[src/rtl/axi_rd_arb.sv]
// axi_rd_arb: 2:1 AXI4 read arbiter (m0 = IFU fetch, m1 = LSU load) with in-order R routing.
// Define AXI_RD_ARB_LSU_PRIO_EN for fixed LSU priority; undefined gives round-robin.
module axi_rd_arb #(
  parameter int AXI_RD_OST_NUM = 8,
  parameter int OST_CNT_W      = 4,
  parameter int ID_W           = 4,
  parameter int ADDR_W         = 32,
  parameter int DATA_W         = 32
) (
  input  logic              clk,
  input  logic              rst_n,
  input  logic              i_m0_arvalid,
  output logic              o_m0_arready,
  input  logic [ID_W-1:0]   i_m0_arid,
  input  logic [ADDR_W-1:0] i_m0_araddr,
  input  logic [7:0]        i_m0_arlen,
  input  logic [2:0]        i_m0_arsize,
  input  logic [1:0]        i_m0_arburst,
  input  logic              i_m0_arlock,
  input  logic [3:0]        i_m0_arcache,
  input  logic [2:0]        i_m0_arprot,
  input  logic [3:0]        i_m0_arqos,
  input  logic [3:0]        i_m0_arregion,
  output logic              o_m0_rvalid,
  input  logic              i_m0_rready,
  output logic [ID_W-1:0]   o_m0_rid,
  output logic [DATA_W-1:0] o_m0_rdata,
  output logic [1:0]        o_m0_rresp,
  output logic              o_m0_rlast,
  input  logic              i_m1_arvalid,
  output logic              o_m1_arready,
  input  logic [ID_W-1:0]   i_m1_arid,
  input  logic [ADDR_W-1:0] i_m1_araddr,
  input  logic [7:0]        i_m1_arlen,
  input  logic [2:0]        i_m1_arsize,
  input  logic [1:0]        i_m1_arburst,
  input  logic              i_m1_arlock,
  input  logic [3:0]        i_m1_arcache,
  input  logic [2:0]        i_m1_arprot,
  input  logic [3:0]        i_m1_arqos,
  input  logic [3:0]        i_m1_arregion,
  output logic              o_m1_rvalid,
  input  logic              i_m1_rready,
  output logic [ID_W-1:0]   o_m1_rid,
  output logic [DATA_W-1:0] o_m1_rdata,
  output logic [1:0]        o_m1_rresp,
  output logic              o_m1_rlast,
  output logic              o_s_arvalid,
  input  logic              i_s_arready,
  output logic [ID_W-1:0]   o_s_arid,
  output logic [ADDR_W-1:0] o_s_araddr,
  output logic [7:0]        o_s_arlen,
  output logic [2:0]        o_s_arsize,
  output logic [1:0]        o_s_arburst,
  output logic              o_s_arlock,
  output logic [3:0]        o_s_arcache,
  output logic [2:0]        o_s_arprot,
  output logic [3:0]        o_s_arqos,
  output logic [3:0]        o_s_arregion,
  input  logic              i_s_rvalid,
  output logic              o_s_rready,
  input  logic [ID_W-1:0]   i_s_rid,
  input  logic [DATA_W-1:0] i_s_rdata,
  input  logic [1:0]        i_s_rresp,
  input  logic              i_s_rlast,
  output logic [OST_CNT_W-1:0] o_ost_cnt
);

  localparam int AR_W  = ID_W + ADDR_W + 29;
  localparam int PTR_W = (AXI_RD_OST_NUM > 1) ? $clog2(AXI_RD_OST_NUM) : 1;

  typedef enum logic {ST_IDLE = 1'b0, ST_ISSUE = 1'b1} state_t;

  state_t                r_state, w_state_nxt;
  logic                  r_gnt, w_gnt_nxt, w_load;
  logic [AR_W-1:0]       r_ar_pay, w_m0_pay, w_m1_pay;
  logic [AXI_RD_OST_NUM-1:0] r_fifo;
  logic [PTR_W-1:0]      r_wr_ptr, r_rd_ptr;
  logic [OST_CNT_W-1:0]  r_ost_cnt;
  logic                  w_full, w_empty, w_push, w_pop, w_head;
`ifndef AXI_RD_ARB_LSU_PRIO_EN
  logic                  r_last_gnt;
`endif

  function automatic logic [PTR_W-1:0] ptr_inc(input logic [PTR_W-1:0] ptr);
    if (ptr == PTR_W'(AXI_RD_OST_NUM - 1)) ptr_inc = '0;
    else                                   ptr_inc = ptr + PTR_W'(1);
  endfunction

  assign w_m0_pay = {i_m0_arid, i_m0_araddr, i_m0_arlen, i_m0_arsize, i_m0_arburst,
                     i_m0_arlock, i_m0_arcache, i_m0_arprot, i_m0_arqos, i_m0_arregion};
  assign w_m1_pay = {i_m1_arid, i_m1_araddr, i_m1_arlen, i_m1_arsize, i_m1_arburst,
                     i_m1_arlock, i_m1_arcache, i_m1_arprot, i_m1_arqos, i_m1_arregion};
  assign {o_s_arid, o_s_araddr, o_s_arlen, o_s_arsize, o_s_arburst,
          o_s_arlock, o_s_arcache, o_s_arprot, o_s_arqos, o_s_arregion} = r_ar_pay;

  assign w_full       = (r_ost_cnt == OST_CNT_W'(AXI_RD_OST_NUM));
  assign w_empty      = (r_ost_cnt == '0);
  assign w_head       = r_fifo[r_rd_ptr];
  assign o_s_arvalid  = (r_state == ST_ISSUE);
  assign w_push       = o_s_arvalid & i_s_arready;
  // master handshake coincides with the slave handshake so a held arvalid is never re-granted
  assign o_m0_arready = w_push & ~r_gnt;
  assign o_m1_arready = w_push & r_gnt;
  assign o_ost_cnt    = r_ost_cnt;

  assign o_s_rready   = ~w_empty & (w_head ? i_m1_rready : i_m0_rready);
  assign o_m0_rvalid  = i_s_rvalid & ~w_empty & ~w_head;
  assign o_m1_rvalid  = i_s_rvalid & ~w_empty & w_head;
  assign w_pop        = i_s_rvalid & o_s_rready & i_s_rlast;

  assign o_m0_rid = i_s_rid;  assign o_m0_rdata = i_s_rdata;
  assign o_m0_rresp = i_s_rresp;  assign o_m0_rlast = i_s_rlast;
  assign o_m1_rid = i_s_rid;  assign o_m1_rdata = i_s_rdata;
  assign o_m1_rresp = i_s_rresp;  assign o_m1_rlast = i_s_rlast;

  // AR grant decision
  always_comb begin
    w_state_nxt = r_state;
    w_gnt_nxt   = r_gnt;
    w_load      = 1'b0;
    case (r_state)
      ST_IDLE: begin
        if ((i_m0_arvalid || i_m1_arvalid) && !w_full) begin
          w_state_nxt = ST_ISSUE;
          w_load      = 1'b1;
          if (i_m0_arvalid && i_m1_arvalid) begin
`ifdef AXI_RD_ARB_LSU_PRIO_EN
            w_gnt_nxt = 1'b1;
`else
            w_gnt_nxt = ~r_last_gnt;
`endif
          end else begin
            w_gnt_nxt = i_m1_arvalid;
          end
        end else begin
          w_state_nxt = ST_IDLE;
        end
      end
      ST_ISSUE: begin
        if (i_s_arready) w_state_nxt = ST_IDLE;
        else             w_state_nxt = ST_ISSUE;
      end
      default: w_state_nxt = ST_IDLE;
    endcase
  end

  // AR state, grant and latched payload
  always_ff @(posedge clk or negedge rst_n) begin
    if (!rst_n) begin
      r_state  <= ST_IDLE;
      r_gnt    <= 1'b0;
      r_ar_pay <= '0;
    end else begin
      r_state <= w_state_nxt;
      r_gnt   <= w_gnt_nxt;
      if (w_load) r_ar_pay <= w_gnt_nxt ? w_m1_pay : w_m0_pay;
    end
  end

`ifndef AXI_RD_ARB_LSU_PRIO_EN
  // round-robin history, resets pointing at m1 so m0 wins the first tie
  always_ff @(posedge clk or negedge rst_n) begin
    if (!rst_n)      r_last_gnt <= 1'b1;
    else if (w_push) r_last_gnt <= r_gnt;
  end
`endif

  // in-order return FIFO of grant indices and outstanding count
  always_ff @(posedge clk or negedge rst_n) begin
    if (!rst_n) begin
      r_fifo    <= '0;
      r_wr_ptr  <= '0;
      r_rd_ptr  <= '0;
      r_ost_cnt <= '0;
    end else begin
      if (w_push) begin
        r_fifo[r_wr_ptr] <= r_gnt;
        r_wr_ptr         <= ptr_inc(r_wr_ptr);
      end
      if (w_pop) r_rd_ptr <= ptr_inc(r_rd_ptr);
      case ({w_push, w_pop})
        2'b10:   r_ost_cnt <= r_ost_cnt + OST_CNT_W'(1);
        2'b01:   r_ost_cnt <= r_ost_cnt - OST_CNT_W'(1);
        default: r_ost_cnt <= r_ost_cnt;
      endcase
    end
  end

endmodule
[config.mk]
export PLATFORM = sky130hd
export DESIGN_NAME = axi_rd_arb
export DESIGN_NICKNAME = d
export VERILOG_FILES = /design/src/rtl/axi_rd_arb.sv
export SDC_FILE = /design/constraint.sdc
export NUM_CORES = 1
export LEC_CHECK = 0
export ABC_AREA = 1
export ABC_CLOCK_PERIOD_IN_PS = 6000
export CAP_MARGIN = 10
export CORE_MARGIN = 4
export CORE_UTILIZATION = 25
export DETAILED_ROUTE_END_ITERATION = 8
export PLACE_DENSITY = 0.59
export SETUP_SLACK_MARGIN = 0.05
export SYNTH_ARGS = -nofsm -noshare
export SYNTH_HDL_FRONTEND = slang
export SYNTH_SLANG_ARGS = --single-unit
[constraint.sdc]
create_clock -name clk -period 6 [get_ports clk]
set_input_delay 1.2 -clock clk [delete_from_list [all_inputs] [get_ports clk]]
set_output_delay 1.2 -clock clk [all_outputs]
set_load 0.05 [all_outputs]
==> key figures <==
GRT
  – GR Overflow Total: 0
  – First-pass GRT wire length: 23200 um
  – Largest net degree at the start of global routing: 76
  – Vias in the first global route: ~4.6k
  – Initial antenna violation count: 0
  – GRT Total Usage: 11.9%

Placed design
  – Place WS: 1.81 ns
  – IO buf count: roughly 220
  – Placed cells: 1163
  – DP HPWL: between 10000 and 15000 um
  – GPL Wtd Cong: 0.795

Synthesis
  – EDFF count, synth: 0
  – Netlist cell types: 23
  – Post-synthesis cell area: 5360 um^2
  – Yosys top cell area share: about two fifths
  – Avg Inst Size Synth: 6.90 um^2
  – Cell count after synthesis: 776
  – Register area share after synthesis: 40.2%
  – FFs w/ async S/R, synth: 100%
  – Dominant cell type by area after synthesis: dfrtp_1
  – Synth Warn #: 0
  – Top post-synthesis cells by area: dfrtp_1, nand2_1, inv_1
  – Top_reg_cell synth: dfrtp_1
  – #FFs+latches synth: 86
  – Mapped Nets: 961

Timing
  – Worst-Margin Slew: 1.20 ns
  – Final Hold Viols: 0
  – Post-layout min period: 4.09 ns
  – Fin Setup TNS: 0 ns
  – Final Max Tran Viols: 0
  – Final Worst Setup Slack: 1.91 ns
  – Setup-failing EPs final: 0
  – Clock skew: 0.0104 ns
  – Fmax: 245 MHz
  – RSZ-0062 raised after global routing: no
  – Rel. slew slack: between 10% and 20%
  – Final period util: 68.1%

Layout
  – N_diodes: 0
  – Synthesis-to-finish area growth: 38.6%
  – Most frequent cells in the layout: nand2_1, clkdlybuf4s50_1, inv_1
  – Most common cell after layout, fill and taps aside: nand2_1
  – Layout cells sized above 1: 2.88%
  – Nets: between 1k and 1.5k
  – Layout Cells excl Fill: 1178

Critical path
  – R2R cell count: 9
  – Worst-path cell chain: clkdlybuf4s50_1 -> nand2_1 -> nor2_1 -> clkdlybuf4s50_1
  – R2R setup slack: 3.07 ns
  – Reg-to-Reg Start: o_ost_cnt[1]$_DFFE_PN0P_
  – CP required: 4.80 ns
  – Worst Setup Path Type: in -> out
  – Crit-path max FO: 11
  – Most common cell on crit path: clkdlybuf4s50_1
  – Reg-to-Reg End: r_ar_pay[22]$_DFFE_PN0P_
  – Critical path's slowest cell: clkdlybuf4s50_1
  – Largest stage delay, worst path: 0.82 ns
  – Crit path arrival time: 2.89 ns
  – Startpoint Class: input pin
  – Crit end category: output port

Run status
  – Status: completed

Clock network
  – H-tree Lvls: 3
  – Number of clock sinks: 86
  – Setup repair bufs after CTS: 0
  – Resize count post-CTS: 0
  – CTS Buffer Depth: 2
  – Clock root buffer: clkbuf_16
  – CTS tree: yes
  – Clk slew on worst S/H paths: 0.06 ns
  – Post-CTS Hold Buffers: 0
  – Num CTS Buffers: 9
  – Clk_lat worst skew: roughly 0.34 ns

Pwr
  – Clock power frac: 13.5%
  – Power share of the combinational group: 61.4%
  – Static leakage: 3.94 nW
  – Sw Ratio: approximately half
  – P_int: roughly 2 mW
  – Maximum VDD drop: 0.544 mV
  – Seq pwr share: 25.1%
  – Power density over the cells: 562 nW/um^2
  – Psw: 2.15 mW

Routing
  – Detailed Route WL: 14600 um
  – Drt wl/cell: 12.4 um
  – Drt drc: 0
  – Via Count: 4712
  – Initial drt markers: 191
  – Post-DRT Antenna Nets: 0
  – DR vias/cell: 4.00
  – TritonRoute pass-1 iters: 4

Hold path
  – Hold worst-path end: r_ar_pay[28]$_DFFE_PN0P_
  – Hold path startpoint: r_ar_pay[28]$_DFFE_PN0P_
  – Worst hold stages: 2
  – Hold crit path type: reg -> reg

Flow run
  – Max_cap viols: 0

Floorplan
  – Die X: 154 um
  – Core footprint: between 20000 and 25000 um^2
  – Die height: 154 um
  – Starting density of the core: 25.5%
  – IO Pins: 330
  – Core Rows: 53
  – Die area: 23800 um^2
-- worst max path at each step --
stage                       from                  endpoint  slack, ns  depth (start not counted)
global route         i_s_arready              o_m0_arready       1.76                          4
floorplan            i_s_arready              o_m0_arready       2.67                          3
CTS                  i_s_arready              o_m0_arready       1.91                          4
detailed placement  i_m1_arvalid  r_ar_pay[22]$_DFFE_PN0P_       1.81                          9
finish               i_s_arready              o_m0_arready       1.91                          4
global placement    i_m1_arvalid  r_ar_pay[21]$_DFFE_PN0P_       1.86                          9
-- through the flow --
stage	util [%]	total power [mW]	cell area, um^2	hold WS (ns)
6_report	35.3	4.17	7420	0.476
5_1_grt	35.3	4.50	7420	0.495
4_1_cts	35.3	4.25	7420	0.481
3_5_place_dp	33.9	3.66	7130	0.464
3_3_place_gp	33.9	3.64	7130	0.461
2_1_floorplan	-	2.96	5360	0.470
-- cells by family after synthesis --
kind of cell	synth area share, %
buffers and inverters	25.2
AND/OR/NAND/NOR	23.1
AO/OA/AOI/OAI	9.01
XOR/XNOR	0.491
adder cells (fa/ha/maj)	2.01
flip-flops	40.2
-- worst max-delay path, delay by kind of cell --
kind / cells / cell delay (ns)
buffers and inverters: 2 / 1.29
AND/OR/NAND/NOR: 2 / 0.39
-- power groups by stage --
stage	logic (mW)	registers [mW]	clock network, mW
after floorplan	1.15	1.81	0
after global placement	2.59	1.05	0
after detailed placement	2.60	1.05	0
after CTS	2.61	1.05	0.589
after global routing	2.80	1.09	0.609
final	2.56	1.05	0.562
-- sequential cells by signal, summed over array words and instances, names as in the netlist --
signal,count
r_fifo,8
r_gnt,1
r_rd_ptr,3
r_ar_pay,65
o_s_arvalid,1
r_last_gnt,1
r_wr_ptr,3
o_ost_cnt,4
-- layer usage --
| metal | GRT usage [%] | share of wire (%) | vias to the layer above | wire, um |
|---|---|---|---|---|
| met2 | 18.7 | 45 | 160 | 6610 |
| met3 | 4.39 | 9.3 | 31 | 1360 |
| met5 | 0 | 0 | - | 0 |
| met1 | 14.6 | 43 | 2069 | 6260 |
| met4 | 5.05 | 2.3 | 0 | 338 |
| li1 | - | - | 2452 | - |
-- cells in the mapped netlist (all sizes together), types with 2 or more instances --
library cell / instances
a31oi: 9
dfrtp: 85
inv: 158
or2: 2
o21ai: 6
nand3: 16
nand2: 290
ha: 7
clkbuf: 6
xor2: 2
buf: 101
nor2: 12
a21oi: 78
-- final cells by class --
| type | instances | area [um^2] |
|---|---|---|
| fillers | 2222 | 13600 |
| repair buffers | 219 | 2180 |
| flip-flops and latches | 86 | 2150 |
| multi-input cells | 424 | 1860 |
| inverters | 159 | 597 |
| well taps | 275 | 344 |
| clock buffers | 12 | 246 |
| clock inverters | 3 | 43.8 |
No activity file was read; power rests on OpenSTA's default activity.
